`src/rtl/pipelined_addsub_n.sv`:
```
// Pipelined ripple-carry adder/subtractor.
// WIDTH/CHUNK stages, each rippling CHUNK bits, with a registered carry into the next stage.
// Define ADDSUB_SAT_EN to clamp the final result on signed overflow. When it is undefined,
// o is the raw result modulo 2^WIDTH.
module pipelined_addsub_n #(
  parameter int unsigned WIDTH = 16,
  parameter int unsigned CHUNK = 8
) (
  input  logic             clk,
  input  logic             rst,
  input  logic             in_valid,
  output logic             in_ready,
  input  logic [WIDTH-1:0] a,
  input  logic [WIDTH-1:0] b,
  input  logic             sub,
  output logic             out_valid,
  input  logic             out_ready,
  output logic [WIDTH-1:0] o,
  output logic             co,
  output logic             ovf
);

  localparam int unsigned NSTG = WIDTH / CHUNK;

  logic             adv;
  logic [WIDTH-1:0] b_eff;

  // Every stage advances together whenever the output register is free or being drained.
  assign adv      = !out_valid || out_ready;
  assign in_ready = adv;
  assign b_eff    = b ^ {WIDTH{sub}};

  if (WIDTH % CHUNK != 0) begin : g_bad_cfg
    $error("pipelined_addsub_n: WIDTH must be a multiple of CHUNK");
  end

  for (genvar k = 0; k < NSTG; k++) begin : g_stg
    logic [CHUNK-1:0] ca;
    logic [CHUNK-1:0] cb;
    logic             ci;
    logic             vin;
    logic [CHUNK:0]   sum;

    // Stage 0 takes its chunk straight from the ports. Later stages take the lowest
    // chunk of the previous stage's skewed operand registers.
    if (k == 0) begin : g_in
      assign ca  = a[CHUNK-1:0];
      assign cb  = b_eff[CHUNK-1:0];
      assign ci  = sub;
      assign vin = in_valid;
    end else begin : g_in
      assign ca  = g_stg[k-1].g_mid.aq[CHUNK-1:0];
      assign cb  = g_stg[k-1].g_mid.bq[CHUNK-1:0];
      assign ci  = g_stg[k-1].g_mid.cq;
      assign vin = g_stg[k-1].g_mid.vq;
    end

    assign sum = {1'b0, ca} + {1'b0, cb} + {{CHUNK{1'b0}}, ci};

    if (k < NSTG - 1) begin : g_mid
      localparam int unsigned UPW = WIDTH - (k + 1) * CHUNK;
      localparam int unsigned RW  = (k + 1) * CHUNK;

      logic [UPW-1:0] aq, bq, an, bn;
      logic [RW-1:0]  rq, rn;
      logic           cq, vq;

      // The skew registers shrink by one chunk per stage. Operand bits not yet consumed
      // ride ahead, and finished result bits ride behind.
      if (k == 0) begin : g_src
        assign an = a[WIDTH-1:CHUNK];
        assign bn = b_eff[WIDTH-1:CHUNK];
        assign rn = sum[CHUNK-1:0];
      end else begin : g_src
        assign an = g_stg[k-1].g_mid.aq[UPW+CHUNK-1:CHUNK];
        assign bn = g_stg[k-1].g_mid.bq[UPW+CHUNK-1:CHUNK];
        assign rn = {sum[CHUNK-1:0], g_stg[k-1].g_mid.rq};
      end

      // Intermediate stage register: shifts on adv, including bubbles.
      always_ff @(posedge clk or posedge rst) begin
        if (rst) begin
          aq <= '0;
          bq <= '0;
          rq <= '0;
          cq <= 1'b0;
          vq <= 1'b0;
        end else if (adv) begin
          aq <= an;
          bq <= bn;
          rq <= rn;
          cq <= sum[CHUNK];
          vq <= vin;
        end
      end
    end else begin : g_last
      logic [WIDTH-1:0] res;
      logic [WIDTH-1:0] res_out;
      logic             cm;
      logic             ov;

      if (k == 0) begin : g_res
        assign res = sum[CHUNK-1:0];
      end else begin : g_res
        assign res = {sum[CHUNK-1:0], g_stg[k-1].g_mid.rq};
      end

      // Carry into the MSB is recovered from the MSB's sum bit and its operand bits.
      assign cm = ca[CHUNK-1] ^ cb[CHUNK-1] ^ sum[CHUNK-1];
      assign ov = cm ^ sum[CHUNK];

`ifdef ADDSUB_SAT_EN
      // Clamp on overflow. A carry-out of 1 with overflow means both operands were negative.
      always_comb begin
        res_out = res;
        if (ov) begin
          res_out = sum[CHUNK] ? {1'b1, {(WIDTH-1){1'b0}}} : {1'b0, {(WIDTH-1){1'b1}}};
        end
      end
`else
      assign res_out = res;
`endif

      // The output register is the last pipeline stage.
      always_ff @(posedge clk or posedge rst) begin
        if (rst) begin
          out_valid <= 1'b0;
          o         <= '0;
          co        <= 1'b0;
          ovf       <= 1'b0;
        end else if (adv) begin
          out_valid <= vin;
          o         <= res_out;
          co        <= sum[CHUNK];
          ovf       <= ov;
        end
      end
    end
  end

endmodule

```
`config.mk`:
```
export PLATFORM = sky130hd
export DESIGN_NAME = pipelined_addsub_n
export DESIGN_NICKNAME = d
export VERILOG_FILES = /design/src/rtl/pipelined_addsub_n.sv
export SDC_FILE = /design/constraint.sdc
export NUM_CORES = 1
export LEC_CHECK = 0
export BUFFER_PORTS_ARGS = -buffer_cell sky130_fd_sc_hd__clkbuf_2
export CORE_UTILIZATION = 40
export CTS_CLUSTER_SIZE = 10
export DETAILED_ROUTE_END_ITERATION = 10
export SYNTH_ARGS = -nofsm -noshare
export SYNTH_HDL_FRONTEND = slang
export SYNTH_SLANG_ARGS = --single-unit
```
`constraint.sdc`:
```
create_clock -name clk -period 2.6 [get_ports clk]
set_input_delay 0 -clock clk [delete_from_list [all_inputs] [get_ports clk]]
set_output_delay 0 -clock clk [all_outputs]
set_load 0.1 [all_outputs]
```
==> load_flow_metrics.sql <==
INSERT INTO impl_metrics (metric_group, metric, value, unit) VALUES
('floorplanning', 'floorplan.die_area', '6360', 'sq um'),
('synth', 'synth_compound_gate_area_share', '0.125', ''),
('route', 'drc', '0', ''),
('grt', 'grt_max_degree', '52', ''),
('hold_path', 'hold_class', 'in -> reg', ''),
('place', 'dp_hpwl', '3530', 'um'),
('pwr', 'design_power_total', '3070', 'uW'),
('sta', 'timing.final.crit_period', '2110', 'ps'),
('floorplanning', 'die_width', '79.7', 'um'),
('final_layout', 'final_common_cell', 'sky130_fd_sc_hd__nand2_1', ''),
('critical_path', 'critPathArrivalTime', '2280', 'ps'),
('grt', 'first_global_vias', '1917', ''),
('sta', 'post-route-period-util', '0.810', ''),
('clock_network', 'cts.root.buffer_cell', 'sky130_fd_sc_hd__clkbuf_8', ''),
('synth', 'postSynth.topFlopCell', 'sky130_fd_sc_hd__dfrtp_1', ''),
('grt', 'grt_antenna_before_repair', '0', ''),
('synth', 'ys_ff_latch', '45', ''),
('synth', 'synth_top_family_by_area', 'simple AND/OR/NAND/NOR gates', ''),
('final_layout', 'final.fill_count', '570', ''),
('pwr', 'power.static_leakage', '0.00147', 'uW'),
('route', 'drt_first_pass_iters', '4', ''),
('synth', 'post-synth-top-area-fraction', '0.466', ''),
('place', 'detailed_place.area', '2780', 'sq um'),
('final_layout', 'syn2layout_area_growth', '23.3', '%'),
('grt', 'grt_first_pass_wirelength', '8580', 'um'),
('route', 'wl', '4870', 'um'),
('critical_path', 'cp_slowest_stage_delay', '480', 'ps'),
('place', 'buffer_ports.inserted', '56', ''),
('synth', 'synth_xor_area_frac', '0.0978', ''),
('clock_network', 'cts_made_buffers', '5', ''),
('outcome', 'run_status', 'finished, final reports clean', ''),
('run', 'timing.max_cap.violations', '0', ''),
('place', 'gpl.final_weighted_congestion', '0.838', ''),
('synth', 'synth_edf_count', '0', ''),
('final_layout', 'num_antenna_cells', '0', ''),
('sta', 'final.setup.tns', '0', 'ps'),
('critical_path', 'worst-endpoint-required', '2780', 'ps'),
('synth', 'synth.top_cells.by_area', 'sky130_fd_sc_hd__dfrtp_1 (47%), sky130_fd_sc_hd__nand2_1 (12%), sky130_fd_sc_hd__ha_1 (7.2%), sky130_fd_sc_hd__xnor2_1 (5.1%), sky130_fd_sc_hd__xor2_1 (4.7%)', ''),
('sta', 'finalMaxSlewViolations', '0', ''),
('synth', 'synth.distinct_cells', '35', ''),
('critical_path', 'crit_path_max_fanout', '3', ''),
('clock_network', 'post_cts_resize_count', '0', ''),
('synth', 'yosys.area_share.adder', '0.0973', ''),
('sta', 'rsz0062_at_grt', 'no', ''),
('route', 'drt-initial-drc-count', '87', ''),
('route', 'route.detailed.vias_per_inst', '4.84', ''),
('clock_network', 'post-cts-setup-buffer-count', '0', ''),
('floorplanning', 'num_rows', '27', ''),
('synth', 'syn_nets', '318', ''),
('pwr', 'cellPowerDensity', '1030', 'nW/um^2'),
('critical_path', 'slowest_stage', 'sky130_fd_sc_hd__fa_1', ''),
('critical_path', 'crit_path_frequent_cell', 'sky130_fd_sc_hd__fa_1', ''),
('critical_path', 'critical_path.top_delay_family', 'adder cells', ''),
('sta', 'setup_violations', '0', ''),
('floorplanning', 'num_io_pins', '57', ''),
('final_layout', 'final_util', '0.525', ''),
('synth', 'yosysTopAreaCell', 'sky130_fd_sc_hd__dfrtp_1', ''),
('critical_path', 'cp-start-kind', 'flop', ''),
('critical_path', 'combined_buffer_and_inverter_count_along_the_critical_path', '0', ''),
('route', 'wl_per_cell', '12.2', 'um'),
('route', 'antenna_left', '0', ''),
('synth', 'post_synthesis_instance_total', '264', ''),
('critical_path', 'criticalPathCategory', 'reg -> reg', ''),
('route', 'dr_total_vias', '1941', ''),
('clock_network', 'cts.htree.levels', '2', ''),
('floorplanning', 'start_util', '0.426', ''),
('clock_network', 'tritoncts_num_sinks', '45', ''),
('floorplanning', 'die-height', '79.7', 'um'),
('synth', 'synth.yosys.seq_area_share', '0.466', ''),
('clock_network', 'insertion_delay', '290', 'ps'),
('clock_network', 'clockBufferDepth', '2', '');
[flip-flops by register name, indices dropped and copies added, names as in the netlist]
| name | flops |
|---|---|
| co | 1 |
| g_stg.g_mid.aq | 8 |
| g_stg.g_mid.bq | 8 |
| g_stg.g_mid.cq | 1 |
| g_stg.g_mid.rq | 8 |
| g_stg.g_mid.vq | 1 |
| o | 16 |
| out_valid | 1 |
| ovf | 1 |
[synth_stat cells, types with 3 or more instances]
cell,number
sky130_fd_sc_hd__nand3_1,5
sky130_fd_sc_hd__dfrtp_1,45
sky130_fd_sc_hd__xor2_1,13
sky130_fd_sc_hd__nor2_1,10
sky130_fd_sc_hd__ha_1,14
sky130_fd_sc_hd__o21ai_0,20
sky130_fd_sc_hd__nand2_1,75
sky130_fd_sc_hd__inv_1,6
sky130_fd_sc_hd__buf_2,4
sky130_fd_sc_hd__a21oi_1,19
sky130_fd_sc_hd__clkbuf_1,8
sky130_fd_sc_hd__xnor2_1,14
sky130_fd_sc_hd__fa_1,3
[cells by family after synthesis]
family                   count (synthesis)
adder cells (fa/ha/maj)                 17
flip-flops                              45
XOR/XNOR                                27
buffers and inverters                   20
AO/OA/AOI/OAI                           52
AND/OR/NAND/NOR                        102
multiplexers                             1
[final timing paths]
kind,end,cells past startpoint,start,slack [ps]
max,o[14],7,g_stg[0].g_mid.aq[0],490
min,g_stg[0].g_mid.bq[0],3,b[8],5
max reg2reg,o[14],7,g_stg[0].g_mid.aq[0],490
min reg2reg,out_valid,1,g_stg[0].g_mid.vq,460
max in group asynchronous,g_stg[0].g_mid.aq[2],3,rst,1580
min in group asynchronous,out_valid,3,rst,450
[area by class of cell]
| type | instances | area [sq um] | area share |
|---|---|---|---|
| Multi-Input combinational cell | 199 | 1210 | 0.407 |
| Sequential cell | 45 | 1130 | 0.378 |
| Timing Repair Buffer | 71 | 438 | 0.147 |
| Tap cell | 72 | 90.1 | 0.0302 |
| Clock buffer | 7 | 86.3 | 0.0290 |
| Inverter | 7 | 26.3 | 0.00881 |
[worst register-to-register path, stage by stage (launching register included)]
cell                      delay (ps)
sky130_fd_sc_hd__dfrtp_1         410
sky130_fd_sc_hd__fa_1            480
sky130_fd_sc_hd__fa_1            430
sky130_fd_sc_hd__nand3_1         110
sky130_fd_sc_hd__nand2_1          90
sky130_fd_sc_hd__a31oi_1         230
sky130_fd_sc_hd__xor2_1          160
sky130_fd_sc_hd__a21oi_1          80
[where the power goes]
| part | internal [uW] | switching, uW | total, uW |
|---|---|---|---|
| combinational | 363 | 1280 | 1640 |
| sequential | 896 | 108 | 1000 |
| clock | 211 | 219 | 430 |
[stage by stage]
stage | std cells | setup WS, ps | hold slack (ps)
finish | 401 | 495 | 4.50
CTS | 401 | 478 | 3.11
global route | 401 | 379 | 0.278
detailed placement | 382 | 495 | 202
floorplan | 264 | 20.3 | 112
global placement | 382 | 569 | 197
[layer usage]
metal / up-vias / wire length [um] / GRT usage
met5: - / 0 / 0
met4: 0 / 97 / 0.0821
met3: 8 / 241 / 0.0366
met2: 51 / 2260 / 0.286
met1: 887 / 2270 / 0.224
li1: 995 / - / -
Power figures use the tool's default switching activity.
